`config.mk`:
```
export PLATFORM = sky130hd
export DESIGN_NAME = pipe_stage_skid
export DESIGN_NICKNAME = d
export VERILOG_FILES = /design/src/rtl/pipe_pkg.sv /design/src/rtl/pipe_entry.sv /design/src/rtl/pipe_stage_skid.sv
export SDC_FILE = /design/constraint.sdc
export NUM_CORES = 1
export LEC_CHECK = 0
export CAP_MARGIN = 30
export CORE_MARGIN = 4
export CORE_UTILIZATION = 50
export CTS_CLUSTER_DIAMETER = 50
export DETAILED_ROUTE_END_ITERATION = 7
export HOLD_SLACK_MARGIN = 0.06
export PLACE_DENSITY = 0.76
export SETUP_SLACK_MARGIN = 0.05
export SLEW_MARGIN = 20
export SYNTH_ARGS = -nofsm -noshare
export SYNTH_HDL_FRONTEND = slang
export SYNTH_HIERARCHICAL = 1
export SYNTH_SLANG_ARGS = --single-unit
```
`constraint.sdc`:
```
create_clock -name clk -period 4.5 [get_ports clk]
set_clock_uncertainty 0.2 [all_clocks]
set_input_delay 0.9 -clock clk [delete_from_list [all_inputs] [get_ports clk]]
set_output_delay 0.9 -clock clk [all_outputs]
set_load 0.01 [all_outputs]
```
`src/rtl/pipe_pkg.sv`:
```
// Shared types and widths for the RV32I elastic pipeline-stage registers.
// The state encoding doubles as the occupancy count (0, 1 or 2 entries).
package pipe_pkg;

  typedef enum logic [1:0] {
    ST_EMPTY = 2'd0,
    ST_ONE   = 2'd1,
    ST_TWO   = 2'd2
  } state_e;

  localparam int XLEN          = 32;
  localparam int RV_RD_W       = 5;
  localparam int DEF_PAYLOAD_W = 3 * XLEN;
  localparam int DEF_CTRL_W    = 2;

  function automatic int calc_entry_w(input int payload_w, input int ctrl_w, input int rd_w);
    return payload_w + ctrl_w + rd_w + 1;
  endfunction

  localparam int ENTRY_W = calc_entry_w(DEF_PAYLOAD_W, DEF_CTRL_W, RV_RD_W);

endpackage

```
`src/rtl/pipe_entry.sv`:
```
// One pipeline entry: W-bit register with load enable and synchronous active-low clear.
module pipe_entry #(
  parameter int W = 8
) (
  input  logic         clk,
  input  logic         clr_n,
  input  logic         ld,
  input  logic [W-1:0] d,
  output logic [W-1:0] q
);

  logic [W-1:0] q_q;
  logic [W-1:0] q_d;

  always_comb begin
    q_d = q_q;
    if (ld) q_d = d;
  end

  always_ff @(posedge clk) begin
    if (!clr_n) q_q <= '0;
    else        q_q <= q_d;
  end

  assign q = q_q;

endmodule

```
`src/rtl/pipe_stage_skid.sv`:
```
// Elastic valid/ready pipeline stage carrying payload, ctrl, rd and regwrite.
// SKID=1 adds a second entry so in_ready comes from a flop instead of out_ready.
module pipe_stage_skid
  import pipe_pkg::*;
#(
  parameter int PAYLOAD_W = DEF_PAYLOAD_W,
  parameter int CTRL_W    = DEF_CTRL_W,
  parameter int RD_W      = RV_RD_W,
  parameter bit SKID      = 1'b1
) (
  input  logic                 clk,
  input  logic                 rst,
  input  logic                 flush,
  input  logic                 in_valid,
  output logic                 in_ready,
  input  logic [PAYLOAD_W-1:0] in_payload,
  input  logic [CTRL_W-1:0]    in_ctrl,
  input  logic [RD_W-1:0]      in_rd,
  input  logic                 in_regwrite,
  output logic                 out_valid,
  input  logic                 out_ready,
  output logic [PAYLOAD_W-1:0] out_payload,
  output logic [CTRL_W-1:0]    out_ctrl,
  output logic [RD_W-1:0]      out_rd,
  output logic                 out_regwrite,
  output logic [1:0]           occupancy
);

  localparam int ENT_W = calc_entry_w(PAYLOAD_W, CTRL_W, RD_W);

  state_e             state_q;
  state_e             state_d;
  logic [ENT_W-1:0]   in_entry;
  logic [ENT_W-1:0]   head_q;
  logic [ENT_W-1:0]   head_d;
  logic [ENT_W-1:0]   skid_q;
  logic               head_ld;
  logic               head_from_skid;
  logic               skid_ld;
  logic               in_ready_w;
  logic               out_valid_w;
  logic               accept;
  logic               pop;
  logic               head_regwrite;

  assign in_entry    = {in_payload, in_ctrl, in_rd, in_regwrite};
  assign out_valid_w = (state_q != ST_EMPTY);
  assign accept      = in_valid && in_ready_w;
  assign pop         = out_valid_w && out_ready;

  // Flush wins over accept and pop; a flushed input is simply never loaded.
  always_comb begin
    state_d        = state_q;
    head_ld        = 1'b0;
    head_from_skid = 1'b0;
    skid_ld        = 1'b0;
    if (flush) begin
      state_d = ST_EMPTY;
    end else begin
      case (state_q)
        ST_EMPTY: begin
          if (accept) begin
            state_d = ST_ONE;
            head_ld = 1'b1;
          end
        end
        ST_ONE: begin
          if (accept && pop) begin
            head_ld = 1'b1;
          end else if (accept) begin
            state_d = ST_TWO;
            skid_ld = 1'b1;
          end else if (pop) begin
            state_d = ST_EMPTY;
          end
        end
        ST_TWO: begin
          if (pop) begin
            state_d        = ST_ONE;
            head_ld        = 1'b1;
            head_from_skid = 1'b1;
          end
        end
        default: state_d = ST_EMPTY;
      endcase
    end
  end

  always_comb begin
    head_d = in_entry;
    if (head_from_skid) head_d = skid_q;
  end

  always_ff @(posedge clk) begin
    if (!rst) state_q <= ST_EMPTY;
    else      state_q <= state_d;
  end

  pipe_entry #(.W(ENT_W)) u_head (
    .clk   (clk),
    .clr_n (rst),
    .ld    (head_ld),
    .d     (head_d),
    .q     (head_q)
  );

  generate
    if (SKID) begin : gen_skid
      logic in_ready_q;
      logic in_ready_d;

      // Registered ready: low exactly when the stage will hold two entries.
      always_comb begin
        in_ready_d = (state_d != ST_TWO);
      end

      always_ff @(posedge clk) begin
        if (!rst) in_ready_q <= 1'b0;
        else      in_ready_q <= in_ready_d;
      end

      pipe_entry #(.W(ENT_W)) u_skid (
        .clk   (clk),
        .clr_n (rst),
        .ld    (skid_ld),
        .d     (in_entry),
        .q     (skid_q)
      );

      assign in_ready_w = in_ready_q;
    end else begin : gen_single
      assign skid_q     = '0;
      assign in_ready_w = rst && (!out_valid_w || out_ready);
    end
  endgenerate

  assign in_ready = in_ready_w;
  assign out_valid = out_valid_w;
  assign {out_payload, out_ctrl, out_rd, head_regwrite} = head_q;
  assign out_regwrite = head_regwrite && out_valid_w;
  assign occupancy    = state_q;

endmodule
```
==> impl_metrics.yaml, run 1 <==
sta:
  max_freq_mhz: 336.7
  rsz0062_at_grt: "no"
  report.final.setup_viol: 0
  post-route-min-period_ps: 2970
  post-route-worst-setup-slack_ps: 1530
  finalMaxSlewViolations: 0
  whs_ps: 313.5
  hold_viol_final: 0
  timing_worst_slew_pin_value_ps: 908.8
  final.setup.tns_ps: 0
  final_worst_path_period_share: 0.6600
  slew_headroom: 0.3941
clock_tree:
  holdBufCountCts: 0
  cts_tree: "yes"
  cts_sinks: 211
  cts_setup_buffers: 0
  tritoncts.num_buffers: 26
  cts_root_buffer: "sky130_fd_sc_hd__clkbuf_16"
  cts_buffer_depth: 3
  postCtsResizedCells: 0
  clock_latency_on_the_worst_skew_pair_ps: 510
  h_tree_level_count: 1
  clk_pin_slew_ps: 60
place:
  post-place-ws_ps: 1068
  place_area_um2: 11790
  placement.io_buffers: 216
  gpl.final_weighted_congestion: 0.7368
  hpwl_um: 12660
pwr:
  switchingPower_uw: 952.6
  power.share.switching: 0.2178
  power_density_nw_per_um2: 345.4
  power_frac_seq: 0.440
  power_leakage_nw: 4.263
  p_int_mw: 3.421
  pwr-share-comb: 0.092
  power.ir.vdd_worst_uv: 281.2
  power.clock.fraction: 0.469
global_route:
  grt_remaining_overflow: 0
  largest_net_degree_at_the_start_of_global_routing: 112
  number_of_global_route_vias_before_repair: 6323
  grt_usage: 0.1786
  grt_pass1_wl_um: 32610
  number_of_antenna_violations_at_the_first_check_in_global_routing: 1
floorplanning:
  die_area_um2: 21660
  die_extent_in_x_um: 147.2
  num_rows: 50
  boundaryPins: 217
  initial_utilization: 0.5126
  die_h_um: 147.2
  coreArea_um2: 18890
yosys:
  post_synth.cell_area_avg_um2: 12.03
  synth_cell_types: 24
  synth-warning-count: 6
  count_of_mapped_cells_out_of_synthesis: 805
  synth.ff_latch_count: 211
  synth.cell_area_um2: 9684
  synth_top_cell_area_share: 0.4362
  synth_sequential_area_ratio: 0.4362
  post_synth_top_area_cell: "sky130_fd_sc_hd__dfxtp_1"
  synth_top_cells_by_area: "sky130_fd_sc_hd__dfxtp_1 (44%), sky130_fd_sc_hd__mux2i_1 (21%), sky130_fd_sc_hd__nor2b_1 (13%)"
  syn-num-nets: 914
critical_path:
  arrival_ps: 1870
  worst_ep_required_time_ps: 3400
  timing.reg2reg.setup_slack_ps: 2130
  setup.worst_path.end_class: "primary output"
  worstRegToRegCells: 6
  worst-path-max-fanout: 7
  worstSetupPathType: "reg2out"
  timing.critical_path.from_type: "flip-flop"
min_path:
  min_path_cells: 2
  worstHoldPathType: "reg2reg"
finish:
  nets: 1109
  fin_area_um2: 12660
  drive_gt1_frac: 0.1618
  finalCoreUtilization: 0.6702
  syn_to_final_growth_pct: 30.75
  num_antenna_cells: 0
run:
  cap_violations: 0
drt:
  ant_nets: 0
  route.vias.total: 6213
  detail_route.wl_per_cell_um: 15.74
  dr.first_iter.drc_count: 220
  detail_route.first_pass.iterations: 4
  route.detailed.vias_per_inst: 4.854
  remaining_drc_errors: 0
  finalWirelength_um: 20150
run_status:
  run_status: "completed"
## layout by cell type (no fill, tap or decap)
cell,count
sky130_fd_sc_hd__nand3_1,1
sky130_fd_sc_hd__clkinv_4,2
sky130_fd_sc_hd__inv_6,2
sky130_fd_sc_hd__a21oi_4,1
sky130_fd_sc_hd__o31a_1,1
sky130_fd_sc_hd__mux2_2,45
sky130_fd_sc_hd__nand3b_4,1
sky130_fd_sc_hd__bufinv_16,1
sky130_fd_sc_hd__o22ai_1,1
sky130_fd_sc_hd__nand2b_1,2
sky130_fd_sc_hd__buf_12,7
sky130_fd_sc_hd__nor4_2,1
sky130_fd_sc_hd__and2_1,1
sky130_fd_sc_hd__clkbuf_1,4
sky130_fd_sc_hd__mux2_4,60
sky130_fd_sc_hd__clkbuf_8,6
sky130_fd_sc_hd__or2_2,2
sky130_fd_sc_hd__nor3_1,1
sky130_fd_sc_hd__clkbuf_16,27
sky130_fd_sc_hd__nor2b_1,208
sky130_fd_sc_hd__clkdlybuf4s50_1,215
sky130_fd_sc_hd__dfxtp_1,211
sky130_fd_sc_hd__xnor2_1,1
sky130_fd_sc_hd__buf_4,2
sky130_fd_sc_hd__clkinv_2,6
sky130_fd_sc_hd__nor2_8,1
sky130_fd_sc_hd__mux2i_1,208
sky130_fd_sc_hd__nand2_1,1
sky130_fd_sc_hd__or3b_2,1
## flip-flops by register name (all words and copies together), names as in the netlist
register	count
gen_skid.u_skid/q	104
in_ready	1
occupancy	2
u_head/q	104
## synthesized netlist by cell type, drive strengths merged
master	count
a21oi	1
and2	1
buf	37
clkbuf	20
dfxtp	211
mux2	105
mux2i	208
nand2	1
nand2b	2
nand3	1
nand3b	1
nor2	1
nor2b	208
nor3	1
nor4	1
o22ai	1
o31a	1
or2	2
or3b	1
xnor2	1
## routing by layer
layer	share of wire	up-vias	GRT usage	wire length [um]
li1	-	3120	-	-
met4	0.015	2	0.03355	303
met5	0.00065	-	0	13
met2	0.43	175	0.2735	8636
met3	0.087	25	0.06508	1743
met1	0.47	2891	0.2455	9450
## per-stage QoR
| stage | std cells | total power, mW |
|---|---|---|
| 2_1_floorplan | 805 | 2.166 |
| 5_1_grt | 1280 | 4.533 |
| 6_report | 1280 | 4.373 |
| 3_3_place_gp | 1232 | 2.361 |
| 4_1_cts | 1280 | 4.426 |
| 3_5_place_dp | 1232 | 2.366 |
## path summary, 6_finish.rpt
check	start	endpoint
worst max-delay path	occupancy[1]	out_regwrite
worst min register to register	gen_skid.u_skid/q[16]	gen_skid.u_skid/q[16]
worst max register to register	occupancy[1]	u_head/q[10]
worst min-delay path	gen_skid.u_skid/q[16]	gen_skid.u_skid/q[16]
## kinds of logic after synthesis
group	Yosys count	share of synthesized area
flip-flops	211	0.4362
AND/OR/NAND/NOR	220	0.1447
buffers and inverters	57	0.05581
XOR/XNOR	1	0.0009046
multiplexers	313	0.3603
AO/OA/AOI/OAI	3	0.002067
## worst max-delay path: stages (launching register included)
cell,delay [ps]
sky130_fd_sc_hd__dfxtp_1,390
sky130_fd_sc_hd__or2_2,330
sky130_fd_sc_hd__and2_1,160
sky130_fd_sc_hd__clkdlybuf4s50_1,480
## power groups by stage
stage               clock (mW)  sequential [mW]  combinational [mW]
floorplan                    0             1.98               0.190
global placement             0             1.96               0.398
detailed placement           0             1.96               0.402
CTS                       2.10             1.92               0.404
global route              2.18             1.93               0.430
finish                    2.05             1.92               0.400
## final cells by class
| class | instances | area [um^2] |
|---|---|---|
| clock buffers | 37 | 773.2 |
| clock inverters | 11 | 95.09 |
| fillers | 1529 | 6231 |
| multi-input cells | 537 | 4937 |
| flip-flops and latches | 211 | 4224 |
| well taps | 260 | 325.3 |
| repair buffers | 224 | 2307 |
No activity file was read; power rests on OpenSTA's default activity.
==> run 2: changes to the inputs <==
Settings changed: CORE_UTILIZATION 50 to 46, PLACE_DENSITY 0.76 to 0.74.
Clock period 4.5 ns to 2.68 ns, I/O delays scaled along.
==> run 2 against run 1 <==
Worst setup slack lost 1300 ps. First-iteration DRC count decreased by 22%. Power rose by 71%. Combinational power is 77% higher. Sequential power rose by 68%. Final cell count rose by 3.4%. Wire length grew 5.7%. Die area increased by 8.2%. Core utilization fell by 2.8 points. Largest cell class unchanged. Largest power group unchanged.
==> impl_metrics.yaml, run 2 (same netlist as run 1, synthesis figures left out) <==
drt:
  dr.first_iter.drc_count: 172
  detail_route.wl_per_cell_um: 16.10
  remaining_drc_errors: 0
  finalWirelength_um: 21300
  detail_route.first_pass.iterations: 4
  route.vias.total: 6371
  route.detailed.vias_per_inst: 4.816
  ant_nets: 0
floorplanning:
  coreArea_um2: 20490
  initial_utilization: 0.4725
  die_area_um2: 23440
  die_h_um: 153.1
  num_rows: 52
  die_extent_in_x_um: 153.1
  boundaryPins: 217
sta:
  rsz0062_at_grt: "no"
  finalMaxSlewViolations: 0
  final.setup.tns_ps: 0
  slew_headroom: 0.6899
  post-route-worst-setup-slack_ps: 262.3
  max_freq_mhz: 413.6
  final_worst_path_period_share: 0.9021
  report.final.setup_viol: 0
  post-route-min-period_ps: 2418
  timing_worst_slew_pin_value_ps: 465.1
  hold_viol_final: 0
global_route:
  grt_pass1_wl_um: 34120
  grt_remaining_overflow: 0
  number_of_antenna_violations_at_the_first_check_in_global_routing: 1
  grt_usage: 0.1729
  largest_net_degree_at_the_start_of_global_routing: 68
  number_of_global_route_vias_before_repair: 6444
finish:
  finalCoreUtilization: 0.6427
  syn_to_final_growth_pct: 36.01
  final_cells: 1323
  fin_area_um2: 13170
  most-common-layout-cells: "sky130_fd_sc_hd__clkdlybuf4s50_1 (214), sky130_fd_sc_hd__dfxtp_1 (210), sky130_fd_sc_hd__mux2i_1 (208), sky130_fd_sc_hd__nor2b_1 (208), sky130_fd_sc_hd__mux2_4 (60)"
  drive_gt1_frac: 0.1909
  mostFrequentLayoutCell: "sky130_fd_sc_hd__clkdlybuf4s50_1"
  fillCellCount: 1657
  seq_area_um2: 4225
  multi_input_area_um2: 4937
  nets: 1144
  num_antenna_cells: 0
pwr:
  power_leakage_nw: 4.518
  switchingPower_mw: 1.668
  power_density_nw_per_um2: 567.8
  power.clock.fraction: 0.473
  pwr-share-comb: 0.095
  power_frac_seq: 0.432
  power.share.switching: 0.2230
  p_int_mw: 5.811
  power.ir.vdd_worst_uv: 424.1
clock_tree:
  cts_buffer_depth: 3
  clock_latency_on_the_worst_skew_pair_ps: 510
  tritoncts.num_buffers: 27
  cts_tree: "yes"
  cts_sinks: 211
  clk_pin_slew_ps: 60
  cts_root_buffer: "sky130_fd_sc_hd__clkbuf_16"
  h_tree_level_count: 1
critical_path:
  timing.critical_path.from_type: "flip-flop"
  worst_ep_required_time_ps: 1940
  startpoint: "occupancy[1]"
  worstRegToRegCells: 7
  worst-path-max-fanout: 7
  regToRegEndpoint: "u_head/q[8]"
  timing.reg2reg.setup_slack_ps: 510
  worstSetupPathType: "reg2out"
  setup.worst_path.end_class: "primary output"
  crit-reg2reg-launch: "occupancy[0]"
  arrival_ps: 1680
run:
  cap_violations: 0
min_path:
  min_path_cells: 2
  min_from: "rst"
  worstHoldPathType: "in2reg"
  worst_hold_path_endpoint: "in_ready"
place:
  placement.io_buffers: 216
  hpwl_um: 14450
  post-place-ws_ps: -157.3
  place_area_um2: 12270
  numPlacedInstances: 1276
  gpl.final_weighted_congestion: 0.7513
run_status:
  run_status: "completed"
[run 2: stage by stage]
step,hold slack [ps],power [mW]
final,286.7,7.479
after global routing,299.6,7.753
after CTS,277.8,7.581
after detailed placement,300.5,4.013
after global placement,289.6,4.008
after floorplan,273.7,3.637
[run 2: routing by layer]
| metal | routed length [um] | vias up | track usage |
|---|---|---|---|
| met1 | 10470 | 2965 | 0.2433 |
| met5 | 7 | - | 0 |
| met4 | 345 | 2 | 0.04031 |
| li1 | - | 3202 | - |
| met2 | 9019 | 175 | 0.2627 |
| met3 | 1460 | 27 | 0.05146 |
[run 2: critical path, cell delays in order (launching register included)]
cell and delay, ps:
sky130_fd_sc_hd__dfxtp_2 370, sky130_fd_sc_hd__or2_2 320, sky130_fd_sc_hd__clkdlybuf4s50_1 480
[run 2: what timing repair did]
item,4_1_cts,5_1_grt
gates resized for setup,1,1
hold buffers,0,0
setup endpoints to repair,1,1
setup buffers,0,0
[run 2: how the worst max path moves through the flow]
stage               endpoint  slack (ps)  cells past startpoint
2_1_floorplan  u_head/q[100]         450                      8
3_3_place_gp    u_head/q[67]        -100                      8
3_5_place_dp    u_head/q[68]        -160                      8
4_1_cts         out_regwrite          90                      3
5_1_grt            out_valid         200                      2
6_report           out_valid         260                      2
[run 2: cell type report]
type                    instances  area share
clock buffers                  36     0.05918
clock inverters                11    0.008644
repair buffers                258      0.2109
flip-flops and latches        211      0.3208
multi-input cells             537      0.3748
well taps                     270     0.02565
[run 2: power by group through the flow]
stage	Combinational, mW	Clock [mW]	Sequential [mW]
floorplan	0.318	0	3.32
global placement	0.708	0	3.30
detailed placement	0.714	0	3.30
CTS	0.718	3.63	3.23
global route	0.760	3.76	3.24
finish	0.710	3.54	3.23
==> run 3: changes to the inputs <==
Settings changed: CORE_UTILIZATION 46 to 25, PLACE_DENSITY 0.74 to 0.44.
==> run 3 against run 2 <==
Sequential share of layout area is 1.4 points lower. Non-clock buffer count is 2 lower. Via count is 0.80% higher. Critical path depth stayed put. Largest power group unchanged. Combinational power is 2% higher. Power is 14% higher. Wire length is 15% higher. Clock-buffer cell count is 8 higher. Core utilization is 28 points lower. Highest routed layer unchanged.
==> impl_metrics.yaml, run 3 (same netlist as run 1, synthesis figures left out) <==
place:
  hpwl_um: 16530
  post-place-ws_ps: -165.6
  place_area_um2: 12570
  placement.io_buffers: 216
  gpl.final_weighted_congestion: 0.6888
  numPlacedInstances: 1515
critical_path:
  arrival_ps: 1660
  worstRegToRegCells: 7
  worst-path-max-fanout: 7
  critical-path-max-stage-delay_ps: 480
  timing.critical_path.from_type: "flip-flop"
  worstSetupPathType: "reg2out"
  worst_ep_required_time_ps: 1940
  timing.critical_path.cells: "or2_2, clkdlybuf4s50_1"
  setup.worst_path.end_class: "primary output"
  critPathSlowestCell: "sky130_fd_sc_hd__clkdlybuf4s50_1"
  timing.reg2reg.setup_slack_ps: 530
  crit-reg2reg-launch: "occupancy[0]"
  regToRegEndpoint: "u_head/q[83]"
pwr:
  finalPower_mw: 8.517
  power.ir.vdd_worst_uv: 292.6
  power_density_nw_per_um2: 618.4
  power_leakage_nw: 4.665
drt:
  met2RoutedLength_um: 9691
  ant_nets: 0
  met1_length_um: 12040
  finalWirelength_um: 24570
  route.detailed.vias_per_inst: 4.067
  remaining_drc_errors: 0
  dr.first_iter.drc_count: 195
  amount_of_wire_on_met3_after_detailed_routing_um: 2256
  detail_route.wl_per_cell_um: 15.56
  topRoutingLayerUsed: "met5"
  route.vias.total: 6422
  detail_route.first_pass.iterations: 4
global_route:
  grt_usage: 0.1146
  grt_pass1_wl_um: 38120
  largest_net_degree_at_the_start_of_global_routing: 60
  grt_remaining_overflow: 0
  number_of_antenna_violations_at_the_first_check_in_global_routing: 4
  number_of_global_route_vias_before_repair: 6584
sta:
  report.final.setup_viol: 0
  post-route-worst-setup-slack_ps: 282.1
  slew_headroom: 0.6899
  rsz0062_at_grt: "no"
  post-route-min-period_ps: 2398
  whs_ps: 307.4
  finalMaxSlewViolations: 0
  hold_viol_final: 0
  final_worst_path_period_share: 0.8947
  timing_worst_slew_pin_value_ps: 465.1
  max_freq_mhz: 417.0
min_path:
  worstHoldPathType: "reg2reg"
  min_from: "u_head/q[66]"
  worst_hold_path_endpoint: "u_head/q[66]"
  min_path_cells: 2
clock_tree:
  cts_setup_buffers: 0
  cts_buffer_depth: 3
  clk_pin_slew_ps: 50
  cts_sinks: 211
  cts_tree: "yes"
  h_tree_level_count: 2
  holdBufCountCts: 0
  clock_latency_on_the_worst_skew_pair_ps: 510
  cts_root_buffer: "sky130_fd_sc_hd__clkbuf_16"
  tritoncts.num_buffers: 35
finish:
  nets: 1150
  num_antenna_cells: 0
  fillCellCount: 3790
  mostFrequentLayoutCell: "sky130_fd_sc_hd__clkdlybuf4s50_1"
  syn_to_final_growth_pct: 42.22
  most-common-layout-cells: "sky130_fd_sc_hd__clkdlybuf4s50_1 (214), sky130_fd_sc_hd__dfxtp_1 (210), sky130_fd_sc_hd__mux2i_1 (208), sky130_fd_sc_hd__nor2b_1 (208), sky130_fd_sc_hd__mux2_4 (60)"
  final_cells: 1579
  fin_area_um2: 13770
  drive_gt1_frac: 0.2032
floorplanning:
  coreArea_um2: 37930
  die_area_um2: 41950
  initial_utilization: 0.2553
  die_extent_in_x_um: 204.8
  die_h_um: 204.8
  num_rows: 71
  boundaryPins: 217
run_status:
  run_status: "completed"
run:
  cap_violations: 0
run 3: cell types whose count changed in the layout (fill, tap and decap cells not counted), sizes merged:
cell	previous run	this run
bufinv	1	3
buf	43	41
clkinv	5	9
inv	4	6
clkbuf	36	44
clkinvlp	1	2
run 3: repair_timing:
item,in CTS,in global routing
gates resized for setup,1,1
cloned,0,0
endpoints found under the setup margin,1,1
run 3: worst max-delay path: cells and delay by family, from the launching register on:
kind / cells / cell delay (ps)
AND/OR/NAND/NOR: 1 / 310
flip-flops: 1 / 360
buffers and inverters: 1 / 480
run 3: area by class of cell:
| type | instances | area [um^2] | share of cell area |
|---|---|---|---|
| Clock inverter | 20 | 206.4 | 0.01499 |
| Tap cell | 511 | 639.4 | 0.04642 |
| Timing Repair Buffer | 256 | 2775 | 0.2015 |
| Clock buffer | 44 | 989.7 | 0.07186 |
| Multi-Input combinational cell | 537 | 4937 | 0.3585 |
| Sequential cell | 211 | 4225 | 0.3068 |
run 3: how the worst max path moves through the flow:
stage,from,slack [ps],end
2_1_floorplan,out_ready,450,u_head/q[100]
3_3_place_gp,out_ready,-150,u_head/q[84]
3_5_place_dp,out_ready,-170,u_head/q[10]
4_1_cts,occupancy[1],90,out_regwrite
5_1_grt,occupancy[1],200,out_valid
6_report,occupancy[1],280,out_valid
run 3: through the flow:
step           TNS [ps]  utilization
6_report              0       0.3631
5_1_grt               0       0.3631
4_1_cts               0       0.3630
3_5_place_dp     -12060       0.3315
3_3_place_gp     -10790       0.3315
2_1_floorplan         0            -
run 3: power by group:
group	internal (mW)	switching [mW]
Sequential	3.20	0.0358
Combinational	0.471	0.256
Clock	2.93	1.63
Total	6.60	1.92
run 3: layer usage:
layer	GRT usage	up-vias
met5	0	-
met4	0.03398	8
met3	0.05034	49
met2	0.1591	180
met1	0.1600	2956
li1	-	3229
